`src/rtl/pipeline_hazard_ctrl.sv`:
```
// Front-end hazard sequencer: per-cycle advance/stall/flush control for fetch and decode.
// Optional perf counters are built when HAZ_PERF_EN is defined.
module pipeline_hazard_ctrl #(
    parameter int AWIDTH       = 5,
    parameter int FLUSH_CYCLES = 2,
    parameter int LOAD_STALL   = 1,
    parameter int CWIDTH       = 16
) (
    input  logic              h_clk,
    input  logic              h_rst,
    input  logic              h_i_d_valid,
    input  logic [AWIDTH-1:0] h_i_d_rs1,
    input  logic [AWIDTH-1:0] h_i_d_rs2,
    input  logic              h_i_x_valid,
    input  logic [AWIDTH-1:0] h_i_x_rd,
    input  logic              h_i_x_is_load,
    input  logic              h_i_x_redirect,
    input  logic              h_i_m_busy,
    output logic              h_o_f_stall,
    output logic              h_o_d_stall,
    output logic              h_o_d_flush,
    output logic              h_o_x_flush,
    output logic              h_o_d_ce,
    output logic [1:0]        h_o_state,
    output logic [CWIDTH-1:0] h_o_stall_cnt,
    output logic [CWIDTH-1:0] h_o_flush_cnt
);

    typedef enum logic [1:0] {
        S_RUN     = 2'd0,
        S_LDSTALL = 2'd1,
        S_FLUSH   = 2'd2,
        S_MEMWAIT = 2'd3
    } state_t;

    // The event cycle itself is the first stall/flush cycle, so the counter holds the remainder.
    localparam logic [3:0] LP_FLUSH_RELOAD = 4'(FLUSH_CYCLES - 1);
    localparam logic [3:0] LP_STALL_RELOAD = 4'(LOAD_STALL - 1);

    state_t     r_state;
    state_t     w_state_nxt;
    logic [3:0] r_cnt;
    logic [3:0] w_cnt_nxt;
    logic [3:0] w_cnt_dec;
    logic       r_pend;
    logic       w_pend_nxt;
    logic       w_hazard;
    logic       w_redir_eff;
    logic       w_f_stall;
    logic       w_d_stall;
    logic       w_d_flush;
    logic       w_x_flush;
    logic       w_d_ce;

    assign w_hazard    = h_i_d_valid & h_i_x_valid & h_i_x_is_load & (h_i_x_rd != '0) &
                         ((h_i_x_rd == h_i_d_rs1) | (h_i_x_rd == h_i_d_rs2));
    // A redirect parked during memory back-pressure is replayed as if it arrived now.
    assign w_redir_eff = h_i_x_redirect | r_pend;
    assign w_cnt_dec   = r_cnt - 4'd1;

    always_ff @(posedge h_clk or posedge h_rst) begin
        if (h_rst) begin
            r_state <= S_RUN;
            r_cnt   <= '0;
            r_pend  <= 1'b0;
        end else begin
            r_state <= w_state_nxt;
            r_cnt   <= w_cnt_nxt;
            r_pend  <= w_pend_nxt;
        end
    end

    always_comb begin
        w_state_nxt = S_RUN;
        w_cnt_nxt   = r_cnt;
        w_pend_nxt  = 1'b0;
        w_f_stall   = 1'b0;
        w_d_stall   = 1'b0;
        w_d_flush   = 1'b0;
        w_x_flush   = 1'b0;
        w_d_ce      = 1'b1;
        case (r_state)
            S_RUN, S_MEMWAIT: begin
                if (h_i_m_busy) begin
                    w_f_stall   = 1'b1;
                    w_d_stall   = 1'b1;
                    w_d_ce      = 1'b0;
                    w_state_nxt = S_MEMWAIT;
                    w_pend_nxt  = w_redir_eff;
                end else if (w_redir_eff) begin
                    w_d_flush = 1'b1;
                    w_x_flush = 1'b1;
                    if (FLUSH_CYCLES > 1) begin
                        w_state_nxt = S_FLUSH;
                        w_cnt_nxt   = LP_FLUSH_RELOAD;
                    end
                end else if (w_hazard) begin
                    w_f_stall = 1'b1;
                    w_d_stall = 1'b1;
                    w_x_flush = 1'b1;
                    if (LOAD_STALL > 1) begin
                        w_state_nxt = S_LDSTALL;
                        w_cnt_nxt   = LP_STALL_RELOAD;
                    end
                end
            end
            S_LDSTALL: begin
                if (h_i_m_busy) begin
                    w_f_stall   = 1'b1;
                    w_d_stall   = 1'b1;
                    w_d_ce      = 1'b0;
                    w_state_nxt = S_MEMWAIT;
                    w_pend_nxt  = h_i_x_redirect;
                end else if (h_i_x_redirect) begin
                    w_d_flush = 1'b1;
                    w_x_flush = 1'b1;
                    if (FLUSH_CYCLES > 1) begin
                        w_state_nxt = S_FLUSH;
                        w_cnt_nxt   = LP_FLUSH_RELOAD;
                    end
                end else begin
                    w_f_stall = 1'b1;
                    w_d_stall = 1'b1;
                    w_x_flush = 1'b1;
                    w_cnt_nxt = w_cnt_dec;
                    if (w_cnt_dec != 4'd0) begin
                        w_state_nxt = S_LDSTALL;
                    end
                end
            end
            S_FLUSH: begin
                if (h_i_m_busy) begin
                    // The interrupted squash window restarts in full once memory is ready.
                    w_f_stall   = 1'b1;
                    w_d_stall   = 1'b1;
                    w_d_ce      = 1'b0;
                    w_state_nxt = S_MEMWAIT;
                    w_pend_nxt  = 1'b1;
                end else begin
                    w_d_flush = 1'b1;
                    w_x_flush = 1'b1;
                    if (h_i_x_redirect) begin
                        if (FLUSH_CYCLES > 1) begin
                            w_state_nxt = S_FLUSH;
                            w_cnt_nxt   = LP_FLUSH_RELOAD;
                        end
                    end else begin
                        w_cnt_nxt = w_cnt_dec;
                        if (w_cnt_dec != 4'd0) begin
                            w_state_nxt = S_FLUSH;
                        end
                    end
                end
            end
            default: begin
                w_state_nxt = S_RUN;
                w_cnt_nxt   = '0;
            end
        endcase
        if (h_rst) begin
            w_f_stall = 1'b0;
            w_d_stall = 1'b0;
            w_d_flush = 1'b1;
            w_x_flush = 1'b1;
            w_d_ce    = 1'b0;
        end
    end

    assign h_o_f_stall = w_f_stall;
    assign h_o_d_stall = w_d_stall;
    assign h_o_d_flush = w_d_flush;
    assign h_o_x_flush = w_x_flush;
    assign h_o_d_ce    = w_d_ce;
    assign h_o_state   = r_state;

`ifdef HAZ_PERF_EN
    logic [CWIDTH-1:0] r_stall_cnt;
    logic [CWIDTH-1:0] r_flush_cnt;

    always_ff @(posedge h_clk or posedge h_rst) begin
        if (h_rst) begin
            r_stall_cnt <= '0;
            r_flush_cnt <= '0;
        end else begin
            if (w_d_stall && (r_stall_cnt != '1)) begin
                r_stall_cnt <= r_stall_cnt + CWIDTH'(1);
            end
            if (h_i_x_redirect && (r_flush_cnt != '1)) begin
                r_flush_cnt <= r_flush_cnt + CWIDTH'(1);
            end
        end
    end

    assign h_o_stall_cnt = r_stall_cnt;
    assign h_o_flush_cnt = r_flush_cnt;
`else
    assign h_o_stall_cnt = '0;
    assign h_o_flush_cnt = '0;
`endif

endmodule

```
`config.mk`:
```
export PLATFORM = sky130hd
export DESIGN_NAME = pipeline_hazard_ctrl
export DESIGN_NICKNAME = d
export VERILOG_FILES = /design/src/rtl/pipeline_hazard_ctrl.sv
export SDC_FILE = /design/constraint.sdc
export NUM_CORES = 1
export LEC_CHECK = 0
export CORE_MARGIN = 2
export CORE_UTILIZATION = 25
export DETAILED_ROUTE_END_ITERATION = 16
export PLACE_DENSITY = 0.64
export SLEW_MARGIN = 5
export SYNTH_ARGS = -nofsm -noshare
export SYNTH_HDL_FRONTEND = slang
export SYNTH_SLANG_ARGS = --single-unit
```
`constraint.sdc`:
```
create_clock -name h_clk -period 2.2 [get_ports h_clk]
set_clock_uncertainty 0.1 [all_clocks]
set_input_delay 0.22 -clock h_clk [delete_from_list [all_inputs] [get_ports h_clk]]
set_output_delay 0.22 -clock h_clk [all_outputs]
set_load 0.02 [all_outputs]
```
After elaboration in Yosys (flattened, before gate mapping)
Index checks and enable logic that the tools add are counted.

Word-level logic and storage cells: 63. Bits in writable memories: 0. Flip-flop bits (word level): 7. Bits in latches: 0. Output and inout port bits: 39. Bits of input ports: 22. Bits in read-only memories: 0. Memories: 0.

Bitwise operators: 6. Shift-type cells: 0. Mux-type cells: 38. $lt $le $gt $ge: 0. Divide/modulo/power cells: 0. $add $sub $neg: 1. Multipliers: 0. Equality and inequality tests: 8. Reductions and logical operators: 7.

Operators by type and width (number): $mux 1 (21); $mux 4 (4); $mux 2 (7); $eq 5x5->1 (2); $pmux 1 s3 (3); $pmux 4 s2 (1); $ne 2x2->1 const B (3); $pmux 2 s3 (1); $reduce_bool 5->1 (1); $and 1x1->1 (4); $eq 2x2->1 const B (2); $reduce_bool 4->1 (1); $reduce_or 2->1 (2); $reduce_or 4->1 (1); $sub 4x1->4 const B (1); $reduce_and 3->1 (1); $eq 2x1->1 const B (1); $logic_not 2->1 (1); $or 1x1->1 (2); $pmux 1 s2 (1).

Longest topological paths before layout
Gate-level depths: netlist of run 1.

Depth in word-level cells: 9. Gate-level depth with buffers: 6. Gate-level depth less buffers: 6.

Worst setup path after synthesis of run 1
OpenSTA, ideal clock, no wires.

Path kind: register -> output. From: reg r_state[0], in the netlist h_o_state[0]. To: out h_o_f_stall. Path buffers: 1. Data required time: 1.880 ns. Stages on the path, launching flop included: 7. Arrival: 2.010 ns. Path slack: -0.130 ns. Path through: dfrtp_1 > inv_1 > ha_1 > nor2_1 > o21ai_0 > o41ai_1 > buf_4.

Word-level cells in the longest chain between the ends: 4. Elaborated cells between the ends (all ways): 7. Classes of those cells: 3 x eq/ne; 2 x mux; 2 x reduce/logical.

RTL lines: start: declaration (RTL line 40) `state_t r_state;`; start signal: assignment (RTL line 67) `r_state <= w_state_nxt;`; $eq 2x2->1 / $logic_not 2->1 (equally long branches); $reduce_or 2->1; $pmux 1 s3 *; $mux 1 *; end: declaration (RTL line 19) `output logic h_o_f_stall,`.

Every way passes the cells marked *; elsewhere a longest branch is shown, timed or not.

Worst setup path in the final report of run 1
From: in h_i_x_rd[4]. To: out h_o_d_stall.

Word-level cells in the longest chain between the ends: 8. Elaborated cells between the ends (all ways): 11. Classes of those cells: 2 x eq/ne; 5 x mux; 3 x bitwise; 1 x reduce/logical.

RTL lines: start: declaration (RTL line 15) `input logic [AWIDTH-1:0] h_i_x_rd,`; $eq 5x5->1 / $reduce_bool 5->1 (equally long branches) (RTL line 56, 55); $or 1x1->1 / $and 1x1->1 (equally long branches) (RTL line 56, 55); $and 1x1->1 * (RTL line 55) `assign w_hazard = h_i_d_valid & h_i_x_valid & h_i_x_is_load & (h_i_x_rd != '0) &`; $mux 1 * (RTL line 97) `end else if (w_hazard) begin`; $mux 1 * (RTL line 90) `end else if (w_redir_eff) begin`; $mux 1 * (RTL line 84) `if (h_i_m_busy) begin`; $pmux 1 s3 * (RTL line 82) `case (r_state)`; $mux 1 * (RTL line 160) `if (h_rst) begin`; end: declaration (RTL line 20) `output logic h_o_d_stall,`.

Marks and branches as above.

==> results of run 1 <==
area by class of cell:
| class | instances | area, sq um |
|---|---|---|
| fillers | 371 | 2200 |
| multi-input cells | 96 | 586 |
| repair buffers | 39 | 353 |
| flip-flops and latches | 7 | 175 |
| well taps | 46 | 57.6 |
| clock buffers | 4 | 26.3 |
| inverters | 6 | 22.5 |
state kept, by name, summed over array words and instances, names as in the netlist:
name,count
r_pend,1
h_o_state,2
r_cnt,4
stage by stage:
| step | utilization (%) | cell area (sq um) | total power, uW | TNS [ns] |
|---|---|---|---|---|
| 2_1_floorplan | - | 1040 | 732 | 0 |
| 6_report | 35.7 | 1220 | 1050 | 0 |
| 4_1_cts | 35.6 | 1220 | 1060 | -0.173 |
| 3_3_place_gp | 35.1 | 1200 | 942 | -1.20 |
| 5_1_grt | 35.7 | 1220 | 1170 | 0 |
| 3_5_place_dp | 35.1 | 1200 | 945 | -1.19 |
repair_timing:
action	4_1_cts	5_1_grt
endpoints found under the setup margin	4	4
pin swaps	0	1
hold endpoints to repair	0	0
gates resized for setup	11	13
cloned	0	0
worst min path at each step:
stage,slack (ns),end,cells past startpoint
floorplan,-0.05,h_o_state[0]$_DFF_PP0_,1
global placement,0.45,r_cnt[1]$_DFFE_PP0P_,2
detailed placement,0.45,r_cnt[1]$_DFFE_PP0P_,2
CTS,0.31,r_cnt[0]$_DFFE_PP0P_,3
global route,0.35,r_cnt[3]$_DFFE_PP0P_,3
finish,0.32,r_cnt[2]$_DFFE_PP0P_,3
per-layer routing:
layer	track usage, %	part of all wire (%)	vias to the layer above
li1	-	-	401
met1	11.3	39	339
met2	16.7	55	27
met3	2.26	4.8	2
met4	2.39	0.79	0
met5	0	0	-
power breakdown:
group / leakage, uW / switching [uW] / internal [uW]
Combinational: 0.000481 / 364 / 322
Clock: 0.0000150 / 46.9 / 69.2
Sequential: 0.0000862 / 61.2 / 184
cell families after synthesis:
| group | after synthesis | synth area share [%] |
|---|---|---|
| other | 1 | 0.411 |
| adder cells (fa/ha/maj) | 4 | 5.48 |
| AND/OR/NAND/NOR | 25 | 15.1 |
| XOR/XNOR | 10 | 9.59 |
| multiplexers | 2 | 2.19 |
| buffers and inverters | 42 | 30.8 |
| AO/OA/AOI/OAI | 23 | 17.3 |
| flip-flops | 7 | 19.2 |
worst max-delay path: cells and delay by family:
family / cells / cell delay (ns)
and+or+nand+nor: 1 / 0.42
buffers and inverters: 3 / 0.79
AOI/OAI and AO/OA: 2 / 0.35
synthesized netlist by cell type (all sizes together), types with 2 or more instances:
| library cell | instances |
|---|---|
| o21ai | 9 |
| nor3 | 4 |
| nor4b | 2 |
| xor2 | 10 |
| nor2 | 7 |
| dfrtp | 7 |
| inv | 6 |
| nand2 | 5 |
| nand2b | 2 |
| mux2i | 2 |
| clkbuf | 3 |
| buf | 33 |
| a21oi | 3 |
| ha | 4 |
==> flow_summary_export.csv, run 1 <==
group,metric,value,unit
critical_path,reg2reg_to,"r_cnt[1]$_DFFE_PP0P_",
yosys,synth.largest_area_cell,"buf_4",
yosys,ys_warn_count,0,
critical_path,worstPathCellList,"clkdlybuf4s50_1, buf_4, or4_1, o2111ai_2, o41ai_2, buf_2",
yosys,ys.flop_type,"dfrtp_1",
drt,vias_per_cell,3.88,
place,pre_cts_slack,-0.409,ns
floorplanning,core-area,0.00342,sq mm
floorplanning,io_pins,61,
sta,fmax,0.475,GHz
sta,worst_hold_slack,0.316,ns
yosys,syn_area,913,sq um
yosys,synth_edf_count,0,
grt,grt_pass1_vias,714,
sta,fin_ws,0.0967,ns
critical_path,critPathArrivalTime,1.78,ns
floorplanning,die_w,64.4,um
drt,drt-pass1-iter-count,4,
layout,nets,179,
clock_network,clkSinkCount,7,
power,irDropWorstVdd,0.000235,V
critical_path,cp_slowest_cell,"clkdlybuf4s50_1",
layout,instances_no_fill,198,
yosys,ys_ff_latch,7,
critical_path,worstRegToRegCells,5,
layout,num_antenna_cells,0,
layout,drive_gt1_share,15.1,%
place,gp_congestion,0.788,
yosys,syn_inst,114,
drt,drcViolationCount,0,
layout,syn_to_final_growth,33.6,%
drt,first_iter_violations,10,
grt,grt_max_degree,11,
floorplanning,fp-row-count,21,
critical_path,crit_type,"in2out",
clock_network,clockBufferDepth,2,
layout,final_cell_mix,"32 x conb_1, 21 x clkdlybuf4s50_1, 12 x buf_4",
sta,finalHoldViolations,0,
worst_hold_path,min_path_type,"in2async",
clock_network,cts_tree,"yes",
grt,grtUsageTotal,9.37,%
sta,period_needed,2.10,ns
job,max_cap_viol_count,0,
sta,final.period_utilization,95.6,%
clock_network,numCtsBuffers,3,
clock_network,postCtsSetupBuffers,0,
grt,grt_pass1_wl,3120,um
critical_path,cp-end-kind,"output pin",
clock_network,h-tree-depth,1,
yosys,synth_cell_types,33,
critical_path,endpoint,"h_o_d_stall",
yosys,seq_area_frac_synth,19.2,%
critical_path,critPathMaxFanout,3,
grt,grt_overflow_total,0,
yosys,synth.area.top_cells,"buf_4 27%, dfrtp_1 19%, xor2_1 9.6%, ha_1 5.5%, o21ai_0 4.4%",
sta,rsz0062_at_grt,"no",
layout,final_common_cell,"conb_1",
clock_network,clkLatencyLatePin,0.25,ns
critical_path,regToRegStartpoint,"h_o_state[0]$_DFF_PP0_",
place,dp.cells,194,
critical_path,max_stage_delay,0.46,ns
sta,drv_slew,0,
critical_path,cp-startpoint,"h_i_x_rd[4]",
critical_path,required,1.88,ns
critical_path,cp-start-kind,"primary input",
floorplanning,dieArea,0.00415,sq mm
grt,antenna_found_initial,0,
floorplanning,die_h,64.4,um
critical_path,r2r_setup_slack,0.63,ns
power,powerDensity,858,mW/mm^2
power,p_leak,0.000582,uW
place,port_buffers,28,
floorplanning,start_util,26.7,%
drt,routed_wl,1890,um
drt,drtAntennaViolNets,0,
clock_network,clockRootBuffer,"clkbuf_4",
yosys,synth.top_cell.area_share,27.1,%
clock_network,ctsHoldBuffers,0,
yosys,ys_async_sr_fraction,100,%
drt,vias,769,
place,dpl.hpwl,1610,um
drt,wl_per_cell,9.56,um
sta,setup_viol,0,
run_status,outcome,"complete, no violations",
yosys,syn_avg_cell_area,8.01,sq um
clock_network,path_clk_slew,0.05,ns
(Power assumes the default switching activity.)
==> run 2: changes to the inputs <==
--- a/config.mk
+++ b/config.mk
@@ -7,6 +7,7 @@
 export LEC_CHECK = 0
 export CORE_MARGIN = 2
 export CORE_UTILIZATION = 25
+export CTS_BUF_LIST = sky130_fd_sc_hd__clkbuf_4
 export DETAILED_ROUTE_END_ITERATION = 16
 export PLACE_DENSITY = 0.64
 export SLEW_MARGIN = 5
==> run 2 against run 1 <==
- combinational power hardly changed
- critical path depth unchanged
- via count unchanged
- die area is the same
- first-iteration DRC count unchanged
- global-route usage did not move
==> flow_summary_export.csv, run 2 (synthesized netlist as in run 1, its figures left out) <==
group,metric,value,unit
critical_path,max_stage_delay,0.46,ns
grt,grtUsageTotal,9.37,%
grt,grt_max_degree,11,
sta,fin_ws,0.0967,ns
job,max_cap_viol_count,0,
critical_path,path_buf_inv,3,
sta,finalHoldViolations,0,
worst_hold_path,min_path_type,"in2async",
clock_network,cts_tree,"yes",
sta,final.period_utilization,95.6,%
drt,first_iter_violations,10,
sta,period_needed,2.10,ns
drt,drcViolationCount,0,
critical_path,worstPathCellList,"clkdlybuf4s50_1, buf_4, or4_1, o2111ai_2, o41ai_2, buf_2",
layout,fill_cells,371,
power,p_leak,0.000586,uW
clock_network,clkLatencyLatePin,0.25,ns
power,powerDensity,866,mW/mm^2
grt,grt_pass1_vias,714,
sta,setup_viol,0,
critical_path,critPathTopFamily,"buffers and inverters",
grt,grt_overflow_total,0,
power,finalPower,1060,uW
critical_path,cp-start-kind,"primary input",
layout,drive_gt1_share,15.8,%
clock_network,clockBufferDepth,2,
power,irDropWorstVdd,0.000235,V
critical_path,required,1.88,ns
sta,fmax,0.475,GHz
clock_network,numCtsBuffers,3,
critical_path,cp-end-kind,"output pin",
grt,antenna_found_initial,0,
clock_network,path_clk_slew,0.05,ns
clock_network,clkSinkCount,7,
layout,syn_to_final_growth,34.0,%
grt,grt_pass1_wl,3120,um
place,gp_congestion,0.788,
place,dpl.hpwl,1610,um
drt,drt-pass1-iter-count,4,
layout,nets,179,
floorplanning,core-area,0.00342,sq mm
drt,vias_per_cell,3.88,
floorplanning,fp-row-count,21,
place,pre_cts_slack,-0.409,ns
critical_path,critPathMaxFanout,3,
clock_network,h-tree-depth,1,
layout,num_antenna_cells,0,
sta,rsz0062_at_grt,"no",
critical_path,cp_slowest_cell,"clkdlybuf4s50_1",
layout,largest_reg_flops,4,
floorplanning,start_util,26.7,%
drt,vias,769,
critical_path,critPathArrivalTime,1.78,ns
place,dp.cells,194,
critical_path,crit_type,"in2out",
layout,final_cell_mix,"32 x conb_1, 21 x clkdlybuf4s50_1, 12 x buf_4",
floorplanning,die_h,64.4,um
sta,drv_slew,0,
clock_network,clockRootBuffer,"clkbuf_4",
layout,top_register,"r_cnt",
place,port_buffers,28,
floorplanning,io_pins,61,
floorplanning,die_w,64.4,um
layout,instances_no_fill,198,
run_status,outcome,"complete, no violations",
drt,routed_wl,1890,um
floorplanning,dieArea,0.00415,sq mm
drt,wl_per_cell,9.55,um
drt,drtAntennaViolNets,0,
layout,final_common_cell,"conb_1",
## run 2: what timing repair did
action                                  CTS  global route
hold endpoints to repair                  0             0
gates resized for setup                  11            13
pin swaps                                 0             1
endpoints found under the setup margin    4             4
setup buffers                             0             0
hold buffers                              0             0
## run 2: final timing paths
kind | start | endpoint | slack (ns) | cells past startpoint
min reg2reg | r_cnt[1]$_DFFE_PP0P_ | r_cnt[1]$_DFFE_PP0P_ | 0.46 | 2
min | h_rst | r_cnt[2]$_DFFE_PP0P_ | 0.32 | 3
max in group asynchronous | h_rst | r_cnt[3]$_DFFE_PP0P_ | 1.56 | 3
max reg2reg | h_o_state[0]$_DFF_PP0_ | r_cnt[1]$_DFFE_PP0P_ | 0.63 | 5
max | h_i_x_rd[4] | h_o_d_stall | 0.1 | 6
min in group h_clk | r_cnt[1]$_DFFE_PP0P_ | r_cnt[1]$_DFFE_PP0P_ | 0.46 | 2
## run 2: power breakdown
part           leakage (uW)  internal, uW  switching, uW
sequential        0.0000862           184           61.2
combinational      0.000481           322            364
clock             0.0000184          81.5           46.8
total              0.000586           588            472
## run 2: per-layer routing
layer / vias to the layer above / track usage, % / share of wire [%] / wire [um]
met3: 2 / 2.26 / 4.8 / 91
li1: 401 / - / - / -
met1: 339 / 11.3 / 39 / 736
met5: - / 0 / 0 / 0
met2: 27 / 16.7 / 55 / 1050
met4: 0 / 2.39 / 0.79 / 15
## run 2: area by class of cell
class | count | area [sq um] | share of cell area, %
multi-input combinational | 96 | 586 | 47.9
tap | 46 | 57.6 | 4.70
clock buffer | 4 | 30.0 | 2.45
sequential | 7 | 175 | 14.3
timing repair buffer | 39 | 353 | 28.8
inverter | 6 | 22.5 | 1.84
## run 2: stage by stage
| step | hold slack [ns] | cell area (sq um) | setup TNS [ns] | util [%] |
|---|---|---|---|---|
| finish | 0.316 | 1220 | 0 | 35.8 |
| global route | 0.350 | 1220 | 0 | 35.8 |
| CTS | 0.312 | 1220 | -0.173 | 35.8 |
| detailed placement | 0.452 | 1200 | -1.19 | 35.1 |
| global placement | 0.448 | 1200 | -1.20 | 35.1 |
| floorplan | -0.0545 | 1040 | 0 | - |
## run 2: worst register-to-register path, stage by stage, from the launching register on
cell,delay (ns)
dfrtp_1,0.36
inv_1,0.05
ha_1,0.31
buf_4,0.18
o32a_1,0.33
o21ai_0,0.15
